### src/rtl/lane_occupancy_tracker.sv
// Per-lane car queue counters: arrivals from sensor pulses, departures paced by
// a startup/flow timer while the lane shows green. Outputs are all registered.
//
// state   | meaning
// IDLE    | lane red, timer held at 0
// STARTUP | green, paying startup loss before the first departure window
// FLOW    | green, one departure window every DEPART_CYCLES cycles
module lane_occupancy_tracker #(
    parameter int NUM_LANES     = 8,
    parameter int COUNT_W       = 8,
    parameter int START_DELAY   = 2,
    parameter int DEPART_CYCLES = 4
) (
    input  logic                              clk,
    input  logic                              rst,
    input  logic [NUM_LANES-1:0]              arrive,
    input  logic [NUM_LANES-1:0]              green,
    output logic [NUM_LANES-1:0][COUNT_W-1:0] lane,
    output logic [NUM_LANES-1:0]              depart,
    output logic [NUM_LANES-1:0]              overflow
);

    localparam int MAX_T = (START_DELAY > DEPART_CYCLES) ? START_DELAY : DEPART_CYCLES;
    localparam int TW    = (MAX_T > 1) ? $clog2(MAX_T) : 1;

    localparam logic [TW-1:0]      START_LAST  = TW'(START_DELAY - 1);
    localparam logic [TW-1:0]      DEPART_LAST = TW'(DEPART_CYCLES - 1);
    localparam logic [COUNT_W-1:0] CNT_MAX     = '1;

    typedef enum logic [1:0] {
        IDLE    = 2'd0,
        STARTUP = 2'd1,
        FLOW    = 2'd2
    } state_t;

    for (genvar i = 0; i < NUM_LANES; i++) begin : g_lane
        state_t             state_q, state_d;
        logic [TW-1:0]      t_q, t_d;
        logic [COUNT_W-1:0] cnt_q, cnt_d;
        logic               dep_q;
        logic               ovf_q, ovf_d;
        logic               fire;

        always_comb begin
            state_d = state_q;
            t_d     = '0;
            fire    = 1'b0;
            cnt_d   = cnt_q;
            ovf_d   = ovf_q;

            // Dropping green wins over every other transition.
            if (!green[i]) begin
                state_d = IDLE;
            end else begin
                case (state_q)
                    IDLE: state_d = STARTUP;
                    STARTUP: begin
                        if (t_q == START_LAST) state_d = FLOW;
                        else                   t_d = t_q + 1'b1;
                    end
                    FLOW: begin
                        if (t_q == DEPART_LAST) fire = (cnt_q != '0);
                        else                    t_d = t_q + 1'b1;
                    end
                    default: state_d = IDLE;
                endcase
            end

            // A coincident arrival and departure cancel, so a full lane never overflows then.
            if (arrive[i] && !fire) begin
                if (cnt_q == CNT_MAX) ovf_d = 1'b1;
                else                  cnt_d = cnt_q + 1'b1;
            end else if (fire && !arrive[i]) begin
                cnt_d = cnt_q - 1'b1;
            end
        end

        always_ff @(posedge clk) begin
            if (rst) begin
                state_q <= IDLE;
                t_q     <= '0;
                cnt_q   <= '0;
                dep_q   <= 1'b0;
                ovf_q   <= 1'b0;
            end else begin
                state_q <= state_d;
                t_q     <= t_d;
                cnt_q   <= cnt_d;
                dep_q   <= fire;
                ovf_q   <= ovf_d;
            end
        end

        assign lane[i]     = cnt_q;
        assign depart[i]   = dep_q;
        assign overflow[i] = ovf_q;
    end

endmodule

### config.mk
export PLATFORM = sky130hd
export DESIGN_NAME = lane_occupancy_tracker
export DESIGN_NICKNAME = d
export VERILOG_FILES = /design/src/rtl/lane_occupancy_tracker.sv
export SDC_FILE = /design/constraint.sdc
export NUM_CORES = 1
export LEC_CHECK = 0
export CORE_UTILIZATION = 40
export DETAILED_ROUTE_END_ITERATION = 16
export SLEW_MARGIN = 10
export SYNTH_ARGS = -nofsm -noshare
export SYNTH_HDL_FRONTEND = slang
export SYNTH_SLANG_ARGS = --single-unit
export TNS_END_PERCENT = 20
### constraint.sdc
create_clock -name clk -period 4.4 [get_ports clk]
set_input_delay 0.88 -clock clk [delete_from_list [all_inputs] [get_ports clk]]
set_output_delay 0.88 -clock clk [all_outputs]
set_load 0.03 [all_outputs]
==> results of run 1 <==
[logic make-up (layout without fill, tap and decap cells)]
| logic type | after synthesis | count (layout) | share of synthesized area |
|---|---|---|---|
| AO/OA/AOI/OAI | 207 | 207 | 0.170 |
| adder cells (fa/ha/maj) | 106 | 106 | 0.178 |
| buffers and inverters | 92 | 179 | 0.0521 |
| XOR/XNOR | 33 | 33 | 0.0372 |
| flip-flops | 112 | 112 | 0.288 |
| multiplexers | 52 | 52 | 0.0716 |
| AND/OR/NAND/NOR | 312 | 312 | 0.203 |
[where the power goes]
group | internal, mW | total, mW | switching [mW]
Clock | 0.503 | 0.904 | 0.400
Combinational | 0.527 | 1.16 | 0.631
Sequential | 1.10 | 1.23 | 0.130
[worst paths after layout]
| check | start | end | slack (ns) | cells after the start |
|---|---|---|---|---|
| setup / recovery | g_lane[4].cnt_q[0]$_SDFFE_PP0P_ | g_lane[4].cnt_q[7]$_SDFFE_PP0P_ | 1.09 | 9 |
| hold reg to reg | g_lane[6].ovf_q$_SDFFE_PP0P_ | g_lane[6].ovf_q$_SDFFE_PP0P_ | 0.47 | 2 |
| setup reg to reg | g_lane[4].cnt_q[0]$_SDFFE_PP0P_ | g_lane[4].cnt_q[7]$_SDFFE_PP0P_ | 1.09 | 9 |
| hold / removal | g_lane[6].ovf_q$_SDFFE_PP0P_ | g_lane[6].ovf_q$_SDFFE_PP0P_ | 0.47 | 2 |
[registers in the layout, summed over array words and instances (netlist names)]
| signal | count |
|---|---|
| g_lane.cnt_q | 64 |
| g_lane.state_q | 16 |
| g_lane.t_q | 16 |
| g_lane.dep_q | 8 |
| g_lane.ovf_q | 8 |
[critical path, delay by kind of cell, from the launching register on]
kind | cells | cell delay (ns)
DFF | 1 | 0.40
muxes | 2 | 0.60
and+or+nand+nor | 2 | 0.87
AOI/OAI and AO/OA | 4 | 0.98
adders and majority gates | 1 | 0.36
[metrics by stage]
step                      instances  power (mW)  area (um2)  worst slack (ns)  hold WS, ns
final                          1261        3.29        9260              1.09        0.471
after CTS                      1261        3.35        9260              1.05        0.475
after floorplan                 914        2.07        7780              1.37        0.438
after detailed placement       1245        2.41        8930             0.797        0.458
after global routing           1261        3.51        9260             0.800        0.502
after global placement         1245        2.41        8930             0.777        0.456
[final cells by class]
| class | count | share of cell area |
|---|---|---|
| Multi-Input combinational cell | 710 | 0.555 |
| Sequential cell | 112 | 0.242 |
| Timing Repair Buffer | 98 | 0.107 |
| Tap cell | 260 | 0.0351 |
| Inverter | 65 | 0.0264 |
| Clock buffer | 10 | 0.0247 |
| Clock inverter | 6 | 0.0101 |
[per-layer routing]
metal	wire length, um	part of all wire	track usage	vias to the layer above
li1	-	-	-	3404
met1	8400	0.51	0.228	2907
met2	7380	0.45	0.274	76
met3	452	0.028	0.0270	13
met4	172	0.010	0.0453	0
met5	0	0	0	-
[cell usage after synthesis, types with 8 or more instances]
cell type	number
nand2_1	48
a21o_1	11
a211oi_1	21
nand3b_1	8
mux2i_1	37
mux2_2	8
nor2_1	127
o21ai_0	50
o211ai_1	16
fa_1	8
ha_1	98
nor2b_1	31
clkbuf_1	11
a31oi_1	8
nand2b_1	18
nand4_1	16
or4_1	16
nor3_1	16
buf_4	16
inv_1	65
dfxtp_1	112
a21oi_1	71
xnor2_1	27
==> results.md, run 1 <==
* Slew HR at 0.547
* FF+latch area at 2240 um2
* Synth Instances at 914
* Dpl hpwl at 12100 um
* RSZ-0062 raised after global routing: no
* Distinct cells, synth at 48
* Die H at 141 um
* Fraction of layout cells with a size suffix above 1 at 0.0450
* Antenna viol nets, final at 0
* #FFs+latches synth at approximately 110
* Post-CTS setup buffer count at 0
* Critical-path cell list: or4_1, o2111ai_2, nand2_1, ha_1, a211oi_1, o211ai_1, o21ai_0, mux2i_1, mux2_2
* Commonest non-fill, non-tap cells in the layout: 127 x nor2_1, 112 x dfxtp_1, 98 x ha_1
* Initial antenna violation count at 0
* Slowest CP cell: or4_1
* Clock-pin slew on the worst setup and hold paths at ~0.070 ns
* Fillcell total at about 1900
* Die ar. at approximately 20000 um2
* Final-stage net count at 1120
* Main synth FF type: dfxtp_1
* Outcome: completed
* Root Buffer: clkbuf_16
* Cell taking the most area after synthesis: dfxtp_1
* H-Tree Depth at 3
* Worst Skew at 0.00973 ns
* Routed WL at roughly 16000 um
* Crit start category: flop
* Inserted Clock Buffers at 9
* Number of synthesis warnings at 0
* CP arrival at roughly 3.6 ns
* Worst path max stage delay at about 0.59 ns
* Hold Fails Final Rpt at 0
* Pin count of the biggest net entering global routing at 58
* Gr ovfl total at 0
* Antenna Cells at 0
* Most common cell after layout, fill and taps aside: nor2_1
* Post-synth EDFFs at 0
* Leak Pwr at 3.69 nW
* Starting DRT DRC Count at around 230
* DRT Pass-1 Iters at 5
* First-pass GRT wire length at approximately 28000 um
* Post-DR vias/cell at a little over 5
* Worst setup path class: flop to flop
* CTS resizes at 0
* Min Tclk post-route at 3.31 ns
* Core area at 18900 um2
* Vias in the first global route at about 5800
* Type of the tightest min-delay check: flop to flop
* Max-cap viol count at 0
* # setup viols final at 0
* Sinks on Clock Net at between 100 and 150
* Synthesized area at 7780 um2
* Maximum clock insertion buffer count at 2
* Max Fclk at just over 300 MHz
* Rows at 50
* Port Buf Inserts at 97
* Top-area cell type share of the netlist area at 0.288
* Total number of vias at 6400
* Final Core Density at 0.490
* CTS tree: yes
* Worst-Margin Slew at between 0.6 and 0.7 ns
* Post-synth ARST share at 0
* Synth Net Count at around 1000
* P&R area growth vs syn at 19.0%
* Data required time of the critical path at roughly 4.7 ns
* Die width at roughly 140 um
* Power Density at between 300 and 400 nW/um2
* Largest cells by area after synthesis: dfxtp_1 29%, ha_1 16%, nor2_1 6.1%
* Highest net fanout along the worst path at 7
* Ports at 98
* Starting Density at 0.412
* Final TNS setup at 0 ns
* WL/cell at between 10 and 15 um
* Cts hold-fix bufs at 0
* Clock Latency Late Sink at between 0.3 and 0.4 ns
* # DRC at 0
* Post-synthesis sequential area ratio at 0.288
* GRT Util Overall at 0.167
* Crit path capture type: flop
* Mean Syn Cell Area at between 8 and 9 um2
* Final worst path period share at 0.751
* Final Max Tran Viols at 0
* Worst VDD drop at between 0.2 and 0.25 mV
* Final Wtd Congestion at a little over 0.8
* Multi-input gate area at roughly 5100 um2
Note: power is estimated with default switching activity, not from simulation.
==> inputs of run 2 (changes only) <==
Clock period 4.4 ns to 2.9 ns, I/O delays scaled along.
==> results.md, run 2 (synthesis results as in run 1) <==
* Outcome: completed
* Inserted Clock Buffers at 9
* First-pass GRT wire length at 30400 um
* # DRC at 0
* Antenna Cells at 0
* Sinks on Clock Net at 112
* Largest regs: g_lane.cnt_q: 64 flops, g_lane.state_q: 16 flops, g_lane.t_q: 16 flops
* Worst VDD drop at around 0.36 mV
* Post-DR vias/cell at approximately 5
* Fraction of layout cells with a size suffix above 1 at 0.178
* Pin count of the biggest net entering global routing at 56
* WL/cell at ~13 um
* Reg2reg start: g_lane[2].cnt_q[4]$_SDFFE_PP0P_
* Ports at 98
* Final-stage net count at roughly 1200
* Starting DRT DRC Count at about 250
* Type of the tightest min-delay check: flop to flop
* H-Tree Depth at 3
* Initial antenna violation count at 0
* Data required time of the critical path at 3.18 ns
* Biggest register: g_lane.cnt_q
* Die H at about 140 um
* GRT Util Overall at 0.186
* Crit-path most repeated cell: o21ai_0
* Crit path capture type: flop
* Worst setup path startpoint: g_lane[2].cnt_q[4]$_SDFFE_PP0P_
* Total number of vias at between 6000 and 7000
* P&R area growth vs syn at 33.3%
* Leak Pwr at about 4.3 nW
* Die width at between 100 and 150 um
* Highest net fanout along the worst path at 7
* Worst Skew at about 0.0070 ns
* Slew HR at 0.518
* CTS tree: yes
* Min Tclk post-route at between 2 and 3 ns
* Worst path max stage delay at about 0.60 ns
* DRT Pass-1 Iters at 4
* Power Density at approximately 510 nW/um2
* Clock Latency Late Sink at approximately 0.36 ns
* Starting Density at 0.412
* Vias in the first global route at 6492
* Commonest non-fill, non-tap cells in the layout: 127 x nor2_1, 127 x buf_4, 109 x dfxtp_1
* Dpl hpwl at between 10000 and 15000 um
* Die ar. at around 20000 um2
* Clock-pin slew on the worst setup and hold paths at roughly 0.07 ns
* Antenna viol nets, final at 0
* R2r worst-path depth at 9
* Largest register FFs at 64
* Worst setup path class: flop to flop
* Crit path to: g_lane[2].cnt_q[6]$_SDFFE_PP0P_
* Flop2flop setup slack at roughly 0.073 ns
* Routed WL at 17900 um
* Final worst path period share at 0.975
* Fillcell total at roughly 1700
* Placed cell areas at approximately 10000 um2
* Core area at 18900 um2
* Post-CTS setup buffer count at 0
* Final Max Tran Viols at 0
* Rows at 50
* Gr ovfl total at 0
* Critical-path cell list: or4_1, o2111ai_4, nand2_4, ha_1, o21ai_0, or4b_2, o21ai_0, o21ai_0, a21oi_1
* Slowest CP cell: or4b_2
* Final Wtd Congestion at a little over 0.8
* FF-to-FF End: g_lane[2].cnt_q[6]$_SDFFE_PP0P_
* Maximum clock insertion buffer count at 2
* Crit start category: flop
* Root Buffer: clkbuf_16
* Worst-Margin Slew at ~0.70 ns
* Total power at 5.30 mW
* CP arrival at a little over 3 ns
* Final Instance Area at approximately 10000 um2
* Hold Fails Final Rpt at 0
* Port Buf Inserts at 97
* Max-cap viol count at 0
* Max Fclk at roughly 350 MHz
* RSZ-0062 raised after global routing: yes
* # setup viols final at 0
==> run 2: changes by cell type in the layout (fill, tap and decap cells not counted), sizes merged <==
cell / delta
clkbuf: +1
bufinv: -1
buf: +126
clkinv: -2
==> run 2: worst min path at each step <==
stage / from / endpoint / slack [ns] / cells past startpoint
after floorplan: g_lane[0].ovf_q$_SDFFE_PP0P_ / g_lane[0].ovf_q$_SDFFE_PP0P_ / 0.44 / 2
after global placement: g_lane[0].ovf_q$_SDFFE_PP0P_ / g_lane[0].ovf_q$_SDFFE_PP0P_ / 0.45 / 2
after detailed placement: g_lane[5].ovf_q$_SDFFE_PP0P_ / g_lane[5].ovf_q$_SDFFE_PP0P_ / 0.46 / 2
after CTS: g_lane[6].ovf_q$_SDFFE_PP0P_ / g_lane[6].ovf_q$_SDFFE_PP0P_ / 0.48 / 2
after global routing: g_lane[6].ovf_q$_SDFFE_PP0P_ / g_lane[6].ovf_q$_SDFFE_PP0P_ / 0.51 / 2
final: g_lane[5].ovf_q$_SDFFE_PP0P_ / g_lane[5].ovf_q$_SDFFE_PP0P_ / 0.48 / 2
==> run 2: critical path, delay by kind of cell, from the launching register on <==
kind                       cells  cell delay (ns)
DFF                            1             0.31
adders and majority gates      1             0.37
and+or+nand+nor                3             1.30
AOI/OAI and AO/OA              5             0.77
==> run 2: power breakdown <==
group | switching [mW] | leakage, nW | internal (mW)
registers | 0.0752 | 0.918 | 1.67
clock network | 0.566 | 0.143 | 0.707
logic | 1.20 | 3.26 | 1.08
total | 1.84 | 4.32 | 3.46
==> run 2: layer usage <==
metal  GRT usage  up-vias  wire, um
li1            -     3646         -
met1       0.246     3213      8750
met2       0.313       70      8470
met3      0.0277       16       432
met4      0.0555        0       221
met5           0        -         0
==> run 2: layout make-up <==
class / instances / area (um2) / share of cell area
Clock inverter: 3 / 42.5 / 0.00410
Clock buffer: 11 / 253 / 0.0244
Tap cell: 260 / 325 / 0.0314
Multi-Input combinational cell: 710 / 5330 / 0.514
Sequential cell: 112 / 2250 / 0.217
Inverter: 65 / 244 / 0.0235
Timing Repair Buffer: 224 / 1930 / 0.187
==> run 2: metrics by stage <==
| step | hold WS, ns | TNS (ns) | utilization | setup WS (ns) | instances |
|---|---|---|---|---|---|
| 2_1_floorplan | 0.438 | -0.187 | - | -0.0427 | 914 |
| 5_1_grt | 0.505 | -0.361 | 0.549 | -0.0874 | 1385 |
| 4_1_cts | 0.485 | 0 | 0.543 | 0.000923 | 1385 |
| 3_3_place_gp | 0.450 | -0.152 | 0.528 | -0.0688 | 1371 |
| 3_5_place_dp | 0.458 | -0.279 | 0.528 | -0.119 | 1371 |
| 6_report | 0.480 | 0 | 0.549 | 0.0728 | 1385 |
==> run 2: timing repair <==
item | 4_1_cts | 5_1_grt
endpoints found under the setup margin | 0 | 16
hold buffers | 0 | 0
resized for setup | 0 | 27
endpoints found under the hold margin | 0 | 0
